[config.mk]
export PLATFORM = sky130hd
export DESIGN_NAME = uart_tx_arbiter
export DESIGN_NICKNAME = d
export VERILOG_FILES = /design/src/rtl/uart_tx_arbiter.sv
export SDC_FILE = /design/constraint.sdc
export NUM_CORES = 1
export LEC_CHECK = 0
export CORE_MARGIN = 4
export CORE_UTILIZATION = 59
export DETAILED_ROUTE_END_ITERATION = 8
export GPL_ROUTABILITY_DRIVEN = 0
export MAX_ROUTING_LAYER = met4
export PLACE_DENSITY_LB_ADDON = 0.3
export SLEW_MARGIN = 20
export SYNTH_ARGS = -nofsm -noshare
export SYNTH_HDL_FRONTEND = slang
export SYNTH_SLANG_ARGS = --single-unit
[constraint.sdc]
create_clock -name clk -period 3.49 [get_ports clk]
set_clock_uncertainty 0.2 [all_clocks]
set_input_delay 0.5235 -clock clk [delete_from_list [all_inputs] [get_ports clk]]
set_output_delay 0.5235 -clock clk [all_outputs]
set_load 0.02 [all_outputs]
[src/rtl/uart_tx_arbiter.sv]
// uart_tx_arbiter: per-channel FIFOs sharing one UART TX, grant locked for a whole packet.
// Define UART_ARB_RR_EN for round-robin channel selection; fixed priority (ch0 highest) otherwise.
module uart_tx_arbiter #(
    parameter int NUM_CH  = 2,
    parameter int DATA_W  = 8,
    parameter int FIFO_AW = 4
) (
    input  logic                     clk,
    input  logic                     reset,
    input  logic [NUM_CH*DATA_W-1:0] i_wr_data,
    input  logic [NUM_CH-1:0]        i_wr_last,
    input  logic [NUM_CH-1:0]        i_wr_en,
    input  logic                     i_tx_busy,
    output logic [DATA_W-1:0]        o_tx_data,
    output logic                     o_tx_start,
    output logic [NUM_CH-1:0]        o_full,
    output logic [NUM_CH-1:0]        o_empty,
    output logic [NUM_CH-1:0]        o_ovf,
    output logic [NUM_CH-1:0]        o_grant,
    output logic                     o_active
);
    localparam int CW    = NUM_CH > 1 ? $clog2(NUM_CH) : 1;
    localparam int DEPTH = 1 << FIFO_AW;
    localparam int EW    = DATA_W + 1;

    typedef enum logic [1:0] {IDLE, SEND, WAIT_HI, WAIT_LO} state_t;
    state_t r_state, w_state_nx;

    logic [CW-1:0]        r_gidx, w_sel;
    logic [NUM_CH-1:0]    r_grant, r_ovf;
    logic [DATA_W-1:0]    r_data;
    logic                 r_start, r_last, w_pop, w_done;
    logic [NUM_CH*EW-1:0] w_head;
    logic [EW-1:0]        w_head_g;
`ifdef UART_ARB_RR_EN
    logic [CW-1:0]        r_rr;
`endif

    genvar k;
    generate
        for (k = 0; k < NUM_CH; k++) begin : g_ch
            logic [EW-1:0]      r_mem [DEPTH];
            logic [FIFO_AW-1:0] r_wp, r_rp;
            logic [FIFO_AW:0]   r_cnt;
            logic               w_push, w_popk;
            assign w_push = i_wr_en[k] && !o_full[k];
            assign w_popk = w_pop && r_gidx == CW'(k);
            assign o_full[k]  = r_cnt == (FIFO_AW+1)'(DEPTH);
            assign o_empty[k] = r_cnt == '0;
            assign w_head[k*EW +: EW] = r_mem[r_rp];
            always_ff @(posedge clk) begin
                if (w_push) r_mem[r_wp] <= {i_wr_last[k], i_wr_data[k*DATA_W +: DATA_W]};
            end
            always_ff @(posedge clk or posedge reset) begin
                if (reset) begin
                    r_wp  <= '0;
                    r_rp  <= '0;
                    r_cnt <= '0;
                end else begin
                    if (w_push) r_wp <= r_wp + 1'b1;
                    if (w_popk) r_rp <= r_rp + 1'b1;
                    if (w_push != w_popk) r_cnt <= w_push ? r_cnt + 1'b1 : r_cnt - 1'b1;
                end
            end
        end
    endgenerate

    assign w_head_g = w_head[int'(r_gidx)*EW +: EW];

    // Scan from the highest candidate down so the preferred channel is written last.
    always_comb begin
        w_sel = '0;
        for (int i = NUM_CH - 1; i >= 0; i--) begin
`ifdef UART_ARB_RR_EN
            int j;
            j = int'(r_rr) + i;
            if (j >= NUM_CH) j -= NUM_CH;
            if (!o_empty[CW'(j)]) w_sel = CW'(j);
`else
            if (!o_empty[CW'(i)]) w_sel = CW'(i);
`endif
        end
    end

    always_ff @(posedge clk or posedge reset) begin
        if (reset) r_state <= IDLE;
        else       r_state <= w_state_nx;
    end

    always_comb begin
        w_state_nx = r_state;
        w_pop      = 1'b0;
        case (r_state)
            IDLE:    if (|(~o_empty)) w_state_nx = SEND;
            SEND:    if (!i_tx_busy && !o_empty[r_gidx]) begin
                         w_pop      = 1'b1;
                         w_state_nx = WAIT_HI;
                     end
            WAIT_HI: if (i_tx_busy) w_state_nx = WAIT_LO;
            WAIT_LO: if (!i_tx_busy) w_state_nx = r_last ? IDLE : SEND;
            default: w_state_nx = IDLE;
        endcase
    end

    assign w_done = r_state == WAIT_LO && !i_tx_busy && r_last;

    always_ff @(posedge clk or posedge reset) begin
        if (reset) begin
            r_gidx  <= '0;
            r_grant <= '0;
            r_data  <= '0;
            r_start <= 1'b0;
            r_last  <= 1'b0;
            r_ovf   <= '0;
`ifdef UART_ARB_RR_EN
            r_rr    <= '0;
`endif
        end else begin
            r_start <= w_pop;
            r_ovf   <= i_wr_en & o_full;
            if (r_state == IDLE && |(~o_empty)) begin
                r_gidx  <= w_sel;
                r_grant <= NUM_CH'(1) << w_sel;
            end
            if (w_pop) {r_last, r_data} <= w_head_g;
            if (w_done) begin
                r_grant <= '0;
`ifdef UART_ARB_RR_EN
                r_rr    <= (int'(r_gidx) == NUM_CH - 1) ? '0 : r_gidx + 1'b1;
`endif
            end
        end
    end

    assign o_tx_data  = r_data;
    assign o_tx_start = r_start;
    assign o_ovf      = r_ovf;
    assign o_grant    = r_grant;
    assign o_active   = r_state != IDLE;
endmodule

==> flow_summary.toml <==
[routing]
drc = 0
vias = 3732
drt_iter0_markers = 330
dr.pass1.iters = 5
routedWlPerCell_um = 21.8
wl_mm = 13.6
vias_per_cell = 5.99
ant_nets = 0

[synth]
syn-cell-area_um2 = 7340
synth.top_cells.by_count = "144 x edfxtp_1, 36 x mux4_2, 33 x dfrtp_1"
synth_edf_count = 144
synth_largest_area_cell = "edfxtp_1"
ys_seq_area_frac = 0.702
synth_cell_types = 54
synth_most_common_cell = "edfxtp_1"
syn_inst = 406
synth.ff_latch_count = 177
ys.flop_type = "edfxtp_1"
async_reset_ff_frac = 0.186
yosys.area.top_type_share = 0.589
synth_area_leaders = "edfxtp_1 59%, dfrtp_1 11%, mux4_2 11%"
syn_area_per_cell_um2 = 18.1
yosysWarnings = 0
synth_nets = 444

[timing]
setup-tns-final_ps = 0
worstMarginPinSlew_ps = 705
finalSetupViolCount = 0
hold_violations = 0
finalMaxSlewViolations = 0
hold_ws_ps = 305
period_needed_ps = 3190
worst_slack_ps = 297
clock.fmax_mhz = 313
relSlewSlack = 0.530
timing.final.crit_share = 0.915
rsz0062_at_grt = "false"

[floorplan]
fp.dieH_um = 120
fp.coreArea_um2 = 12100
die_w_um = 120
rows = 40
start_util = 0.606
dieArea_um2 = 14300
io_pins = 41

[critical_path]
r2r_start = "g_ch[0].r_cnt[2]"
critPathMaxFanout = 9
max_stage_delay_ps = 710
crit_buf_inv = 1
crit_family = "simple AND/OR/NAND/NOR gates"
r2r_cells = 5
required_ps = 2770
worst_setup_path_end_kind = "output port"
cp.arrival_ps = 2470
critPathKind = "reg -> out"
cp-start-kind = "register"
timing.reg2reg.setup_slack_ps = 690
crit_chain = "or4_1 > nor2_2 > clkdlybuf4s50_1"
crit_path_top_delay_cell = "or4_1"
r2r_end = "o_tx_data[4]"

[power_and_ir_drop]
pwr_density_cell_nw_per_um2 = 814
ir_worst_vdd_uv = 523
leakagePower_nw = 2.92

[final_layout]
num_antenna_cells = 0
post-route-util = 0.695
syn2layout_area_growth_pct = 14.6
nets = 481
drive_above_1_share = 0.171

[global_route]
grt_overflow_total = 0
antenna_found_initial = 0
grt_max_degree = 38
grt_pass1_wl_mm = 21.5
grt_usage = 0.211
grt_pass1_vias = 3867

[placed_design]
dp.final_hpwl_mm = 8.63
post-place-ws_ps = 634
port_buffers = 30

[clock_network]
htree_levels = 4
path_clk_slew_ps = 60
clk_latency_ps = 420
cts_tree = "yes"
root_buffer = "clkbuf_16"
cts_made_buffers = 17
cts_sinks = 177
hold_buffers = 0
cts-resized-gates = 0
clk_path_buf_depth = 2
post_cts_buffers = 0

[job]
maxCapViolCount = 0

[min_path]
holdPathStages = 2
min_to = "o_tx_data[0]"
min_from = "o_tx_data[0]"
hp-class = "reg -> reg"

[run_status]
outcome = "complete, no violations"
how the worst max path moves through the flow:
stage	from	to	slack (ps)	cells past startpoint
2_1_floorplan	g_ch[1].r_cnt[1]	g_ch[1].r_cnt[4]	930	9
3_3_place_gp	i_wr_en[0]	g_ch[0].r_mem[6][0]	680	5
3_5_place_dp	i_wr_en[0]	g_ch[0].r_mem[6][1]	630	5
4_1_cts	g_ch[0].r_cnt[2]	o_empty[0]	280	3
5_1_grt	g_ch[0].r_cnt[2]	o_empty[0]	200	3
6_report	g_ch[0].r_cnt[2]	o_empty[0]	300	3
cells by family (layout without fill, tap and decap cells):
family                   Yosys count  count (layout)  synth area share
buffers and inverters             34              83            0.0203
other                              1               1          0.000511
multiplexers                      60              60             0.144
flip-flops                       177             177             0.702
AND/OR/NAND/NOR                   69              69            0.0520
AO/OA/AOI/OAI                     38              38            0.0382
XOR/XNOR                          12              12            0.0169
adder cells (fa/ha/maj)           15              15            0.0266
layout make-up:
cell class                 count  area, µm²
clock buffer                  19        433
clock inverter                12        165
multi-input combinational    195       2040
sequential                   177       5150
timing repair buffer          37        353
inverter                      15       58.8
tap                          168        210
fill                         806       3700
worst register-to-register path: stages (launching register included):
cell	delay [ps]
dfrtp_1	470
or4_1	710
o21ai_4	510
inv_4	140
nand2b_1	380
o221ai_1	230
per-stage QoR:
stage	instance area (µm²)	instances	total power, mW
final	8410	623	6.84
after floorplan	7340	406	4.38
after detailed placement	7820	592	4.98
after CTS	8410	623	6.91
after global routing	8410	623	7.21
after global placement	7820	592	4.88
state kept, by name (all words and copies together), names as in the netlist:
register	cells
g_ch.r_mem	144
o_tx_data	8
r_last	1
o_grant	1
g_ch.r_rp	4
o_tx_start	1
r_state	2
g_ch.r_wp	4
g_ch.r_cnt	10
o_ovf	2
per-layer routing:
metal,vias up,global-route usage,wire length [µm]
met3,22,0.0547,945
met5,-,-,0
met2,122,0.346,7160
met1,1911,0.261,5230
met4,0,0.0687,242
li1,1677,-,-
placed cells by master, fill, tap and decap left out, drive strengths merged, types with 5 or more instances in the layout:
| cell type | Yosys | layout |
|---|---|---|
| edfxtp | 144 | 144 |
| mux4 | 36 | 36 |
| dfrtp | 33 | 33 |
| clkdlybuf4s50 | 0 | 30 |
| nand2 | 23 | 23 |
| mux2i | 19 | 19 |
| clkbuf | 11 | 19 |
| inv | 14 | 15 |
| ha | 14 | 14 |
| and2 | 13 | 13 |
| xnor2 | 12 | 12 |
| o221ai | 9 | 9 |
| a21oi | 7 | 7 |
| buf | 8 | 7 |
| clkinv | 1 | 7 |
| nor2 | 6 | 6 |
| o21ai | 5 | 5 |
| mux2 | 5 | 5 |
power breakdown:
| part | internal [mW] | switching [mW] | total [mW] | leakage [nW] |
|---|---|---|---|---|
| Sequential | 2.64 | 0.314 | 2.96 | 1.70 |
| Combinational | 0.979 | 1.00 | 1.98 | 0.931 |
| Clock | 1.18 | 0.723 | 1.91 | 0.287 |
No activity file was read; power rests on OpenSTA's default activity.
==> RTL edit 1: new RTL, same settings <==
The 4 states of `state_t` get a one-hot encoding in 4 bits.
--- a/src/rtl/uart_tx_arbiter.sv
+++ b/src/rtl/uart_tx_arbiter.sv
@@ -24,5 +24,5 @@
     localparam int EW    = DATA_W + 1;
 
-    typedef enum logic [1:0] {IDLE, SEND, WAIT_HI, WAIT_LO} state_t;
+    typedef enum logic [3:0] {IDLE = 4'b0001, SEND = 4'b0010, WAIT_HI = 4'b0100, WAIT_LO = 4'b1000} state_t;
     state_t r_state, w_state_nx;
 
Behaviour: same outputs for any inputs over 4 cycles, from zero or initial values and one cycle with reset high; so few cycles prove little.
==> RTL edit 1 against the original RTL <==
Sequential cell count up 2; setup slack better by 0.086 ns; utilization up 1.4 points; synthesized area down 0.37%; wire length up 4.7%; total power up 0.29%; cell area up 1.6%; die area down 0.35%.
==> RTL edit 1: results (changes against the original RTL) <==
yosys:
  async_flop_share: 0.196  # +0.00909
  synth.distinct_cells: 49  # -9.3%
  yosys-top-cells-count: "edfxtp_1 (144), mux4_2 (36), dfrtp_1 (34)"
  synth_fp_nets: 443  # -0.23%
  synth_seq_area_share: 0.711  # +0.00966
  synth_ff_type: "edfxtp_1"
  synth_area_leaders: "edfxtp_1 (59%), dfrtp_1 (12%), mux4_2 (11%), mux2_2 (2.3%), ha_1 (1.9%)"
  yosys.area_share.xor_xnor: 0.0190  # +0.00212
  synthAdderAreaFrac: 0.0243  # -0.00230
  synth-compound-area-share: 0.0464  # +0.00818
  postSynthCellCount: 407  # +0.25%
  synth_mux_area_frac: 0.134  # -0.0101
drt:
  drtIter0Drc: 296  # -10%
  vias: 3828  # +2.6%
  viasPerCell: 6.02  # +0.48%
  wirelength_um: 14200  # +4.7%
  drt-pass1-iter-count: 4  # -1
power:
  power.share.switching: 0.295  # -0.00293
  ir_drop_mv: 0.776  # +48%
  p_leak_nw: 2.94  # +0.59%
placed_design:
  placed_area_mm2: 0.00790  # +1.1%
  hpwl_um: 8450  # -2.0%
  place_ws_ns: 0.632  # -0.00239 ns
  dp.cells: 604  # +2.0%
grt:
  grt_first_pass_wirelength_um: 22200  # +3.4%
  grt_max_degree: 39  # +2.6%
  grt_usage: 0.221  # +0.00964
  grt_pass1_vias: 3972  # +2.7%
timing:
  setup_ws_ns: 0.383  # +0.0864 ns
  timing.hold.ws_ns: 0.272  # -0.0331 ns
  maxSlewHeadroom: 0.380  # -0.150
run_status:
  status: "finished, final reports clean"
cells_and_area:
  largest_reg_flops: 144  # unchanged
  drive_gt1_frac: 0.237  # +0.0658
  fillers: 740  # -8.2%
  final_nets: 491  # +2.1%
  final_core_util: 0.709  # +0.0141
clock_network:
  post_cts_buffers: 0  # unchanged
  clk_pin_slew_ns: 0.06  # about the same
worst_setup_path:
  r2r_start: "g_ch[1].r_cnt[1]$_DFFE_PP0P_"
  endpoint: "o_empty[0]"
  r2r_cells: 9  # +4
  r2r-end: "g_ch[1].r_cnt[4]$_DFFE_PP0P_"
  arrival_ns: 2.38  # -0.09 ns
  crit_fanout: 5  # -4
  critPathLaunch: "g_ch[0].r_cnt[0]$_DFFE_PP0P_"
  rrSetupSlack_ns: 0.79  # +0.10 ns
min_path:
  worstHoldPathType: "in2async"
==> RTL edit 1: metal layers <==
| metal | part of all wire | GRT usage |
|---|---|---|
| met1 | 0.40 | 0.272 |
| met2 | 0.52 | 0.355 |
| met3 | 0.059 | 0.0518 |
| met4 | 0.027 | 0.0945 |
| met5 | 0 | - |
==> RTL edit 1: layout make-up <==
class	instances	area share
sequential	179	0.609
clock inverter	12	0.0225
tap	168	0.0246
multi-input combinational	194	0.230
clock buffer	20	0.0534
timing repair buffer	52	0.0559
inverter	11	0.00483
==> RTL edit 1: power by group through the flow <==
stage                     clock network, mW  logic [mW]  registers, mW
after floorplan                           0        1.35           2.90
after global placement                    0        1.78           2.97
after detailed placement                  0        1.83           2.99
after CTS                              2.09        1.86           2.96
after global routing                   2.19        1.99           3.00
final                                  2.06        1.85           2.96
==> RTL edit 1: worst max-delay path, cell delays in order, from the launching register on <==
cell and delay [ns]:
dfrtp_1 0.44, or4_1 0.67, nor2_1 0.21, clkdlybuf4s50_1 0.64
==> RTL edit 2: new RTL, same settings <==
Without the edit above. Build with the macro `UART_ARB_RR_EN` defined.
--- a/src/rtl/uart_tx_arbiter.sv
+++ b/src/rtl/uart_tx_arbiter.sv
@@ -1,4 +1,6 @@
 // uart_tx_arbiter: per-channel FIFOs sharing one UART TX, grant locked for a whole packet.
 // Define UART_ARB_RR_EN for round-robin channel selection; fixed priority (ch0 highest) otherwise.
+`define UART_ARB_RR_EN
+
 module uart_tx_arbiter #(
     parameter int NUM_CH  = 2,
Function: changed (a bounded check fails within 10 cycles, from zero or initial values and one cycle with reset high).
==> RTL edit 2 against the original RTL <==
Cell area grew 86%; synthesized area rose by 85%; total power grew 84%; wire length is 110% higher; synthesized cell count grew 85%; count of clock-buffer cells in the layout rose by 24; die area is 78% higher; setup slack got worse by 0.13 ns; sequential cell count up 155; sequential share of layout area grew 1.2 points; critical path type unchanged; largest power group unchanged; highest routed layer unchanged.
==> RTL edit 2: results (changes against the original RTL) <==
clock_network:
  worstSkewPairLatency_ns: 0.52  # +0.10 ns
  cts_max_path_buffers: 3  # +1
  h-tree-depth: 2  # -2
  cts_sinks: 332  # +88%
placed_design:
  place_ws_ns: 0.387  # -0.247 ns
  dp.cells: 1081  # +83%
  placed_area_mm2: 0.0145  # +85%
  port_buffers: 40  # +33%
  hpwl_um: 18000  # +110%
drt:
  met3_length_um: 2170  # +130%
  wirelength_um: 28300  # +110%
  viasPerCell: 6.30  # +5.1%
  drtIter0Drc: 852  # +160%
  m1WireLength_um: 11900  # +130%
  wire_per_inst_um: 24.7  # +13%
cells_and_area:
  ff_latch_area_mm2: 0.00975  # +89%
  inverters: 19  # +4
  buffer_area_frac: 0.0487  # +0.00678
  non_clock_buffer_count: 83  # +120%
  multi_input_area_share: 0.226  # -0.0166
  multi_input_area_mm2: 0.00353  # +73%
  fillers: 1408  # +75%
  drive_gt1_frac: 0.188  # +0.0169
  final_nets: 878  # +83%
  nClkBuffers: 43  # +24
grt:
  met2_usage: 0.354  # +0.00732
  grt_usage: 0.235  # +0.0236
  grt_first_pass_wirelength_um: 44400  # +110%
  met1_usage: 0.338  # +0.0780
  grtUsageMet3: 0.0387  # -0.0160
  grt_max_degree: 45  # +18%
yosys:
  synth_seq_area_share: 0.718  # +0.0169
  yosys-top-cells-count: "edfxtp_1 (288), mux4_2 (51), dfrtp_1 (44)"
  synth.distinct_cells: 60  # +11%
  avgSynthCellArea_um2: 18.0  # -0.19%
  synth_area_leaders: "edfxtp_1 (64%), mux4_2 (8.5%), dfrtp_1 (8.1%), mux2i_1 (2.5%), ha_1 (1.8%)"
  async_flop_share: 0.133  # -0.0539
power:
  ir_drop_mv: 0.680  # +30%
  comb-power_mw: 3.42  # +73%
  power.share.switching: 0.309  # +0.0109
  power_frac_seq: 0.436  # +0.004
run_status:
  status: "finished, final reports clean"
floorplan:
  rows: 55  # +38%
min_path:
  worstHoldPathType: "in2async"
timing:
  max_clock_freq_mhz: 301  # -4.0%
  tightestPinTransition_ns: 0.891  # +0.186 ns
worst_setup_path:
  crit_fanout: 6  # -3
  r2r_cells: 9  # +4
[RTL edit 2: cell types whose count changed after synthesis, sizes merged, moves of 10 or more]
cell    unedited run  this run
edfxtp           144       288
nor2               6        34
mux4              36        60
nand2             23        41
buf                8        24
a221oi             0        15
mux2i             19        34
and2              13         1
nor3               1        13
dfrtp             33        44
o21ai              5        15
[RTL edit 2: metrics by stage]
step	hold slack [ns]	total power, mW
6_report	0.313	12.6
5_1_grt	0.355	13.2
4_1_cts	0.311	12.6
3_5_place_dp	0.299	8.93
3_3_place_gp	0.284	8.75
2_1_floorplan	0.250	7.78
[RTL edit 2: final timing paths]
check,from,end
max,g_ch[0].r_cnt[0]$_DFFE_PP0P_,o_empty[0]
min,reset,g_ch[1].r_wp[0]$_DFFE_PP0P_
max reg2reg,g_ch[0].r_cnt[0]$_DFFE_PP0P_,g_ch[0].r_cnt[4]$_DFFE_PP0P_
min reg2reg,o_tx_data[0]$_DFFE_PP0P_,o_tx_data[0]$_DFFE_PP0P_
max in group asynchronous,reset,g_ch[0].r_rp[0]$_DFFE_PP0P_
min in group clk,o_tx_data[0]$_DFFE_PP0P_,o_tx_data[0]$_DFFE_PP0P_
[RTL edit 2: worst max-delay path: cells and delay by family, from the launching register on]
family | cells | cell delay [ns]
simple gates | 2 | 0.97
buf+inv | 1 | 0.66
flops | 1 | 0.45
[RTL edit 2: cell families after synthesis]
family / after synthesis / synth area share
flip-flops: 332 / 0.718
AND/OR/NAND/NOR: 134 / 0.0474
XOR/XNOR: 21 / 0.0147
buffers and inverters: 58 / 0.0214
adder cells (fa/ha/maj): 22 / 0.0214
AO/OA/AOI/OAI: 87 / 0.0463
multiplexers: 98 / 0.130
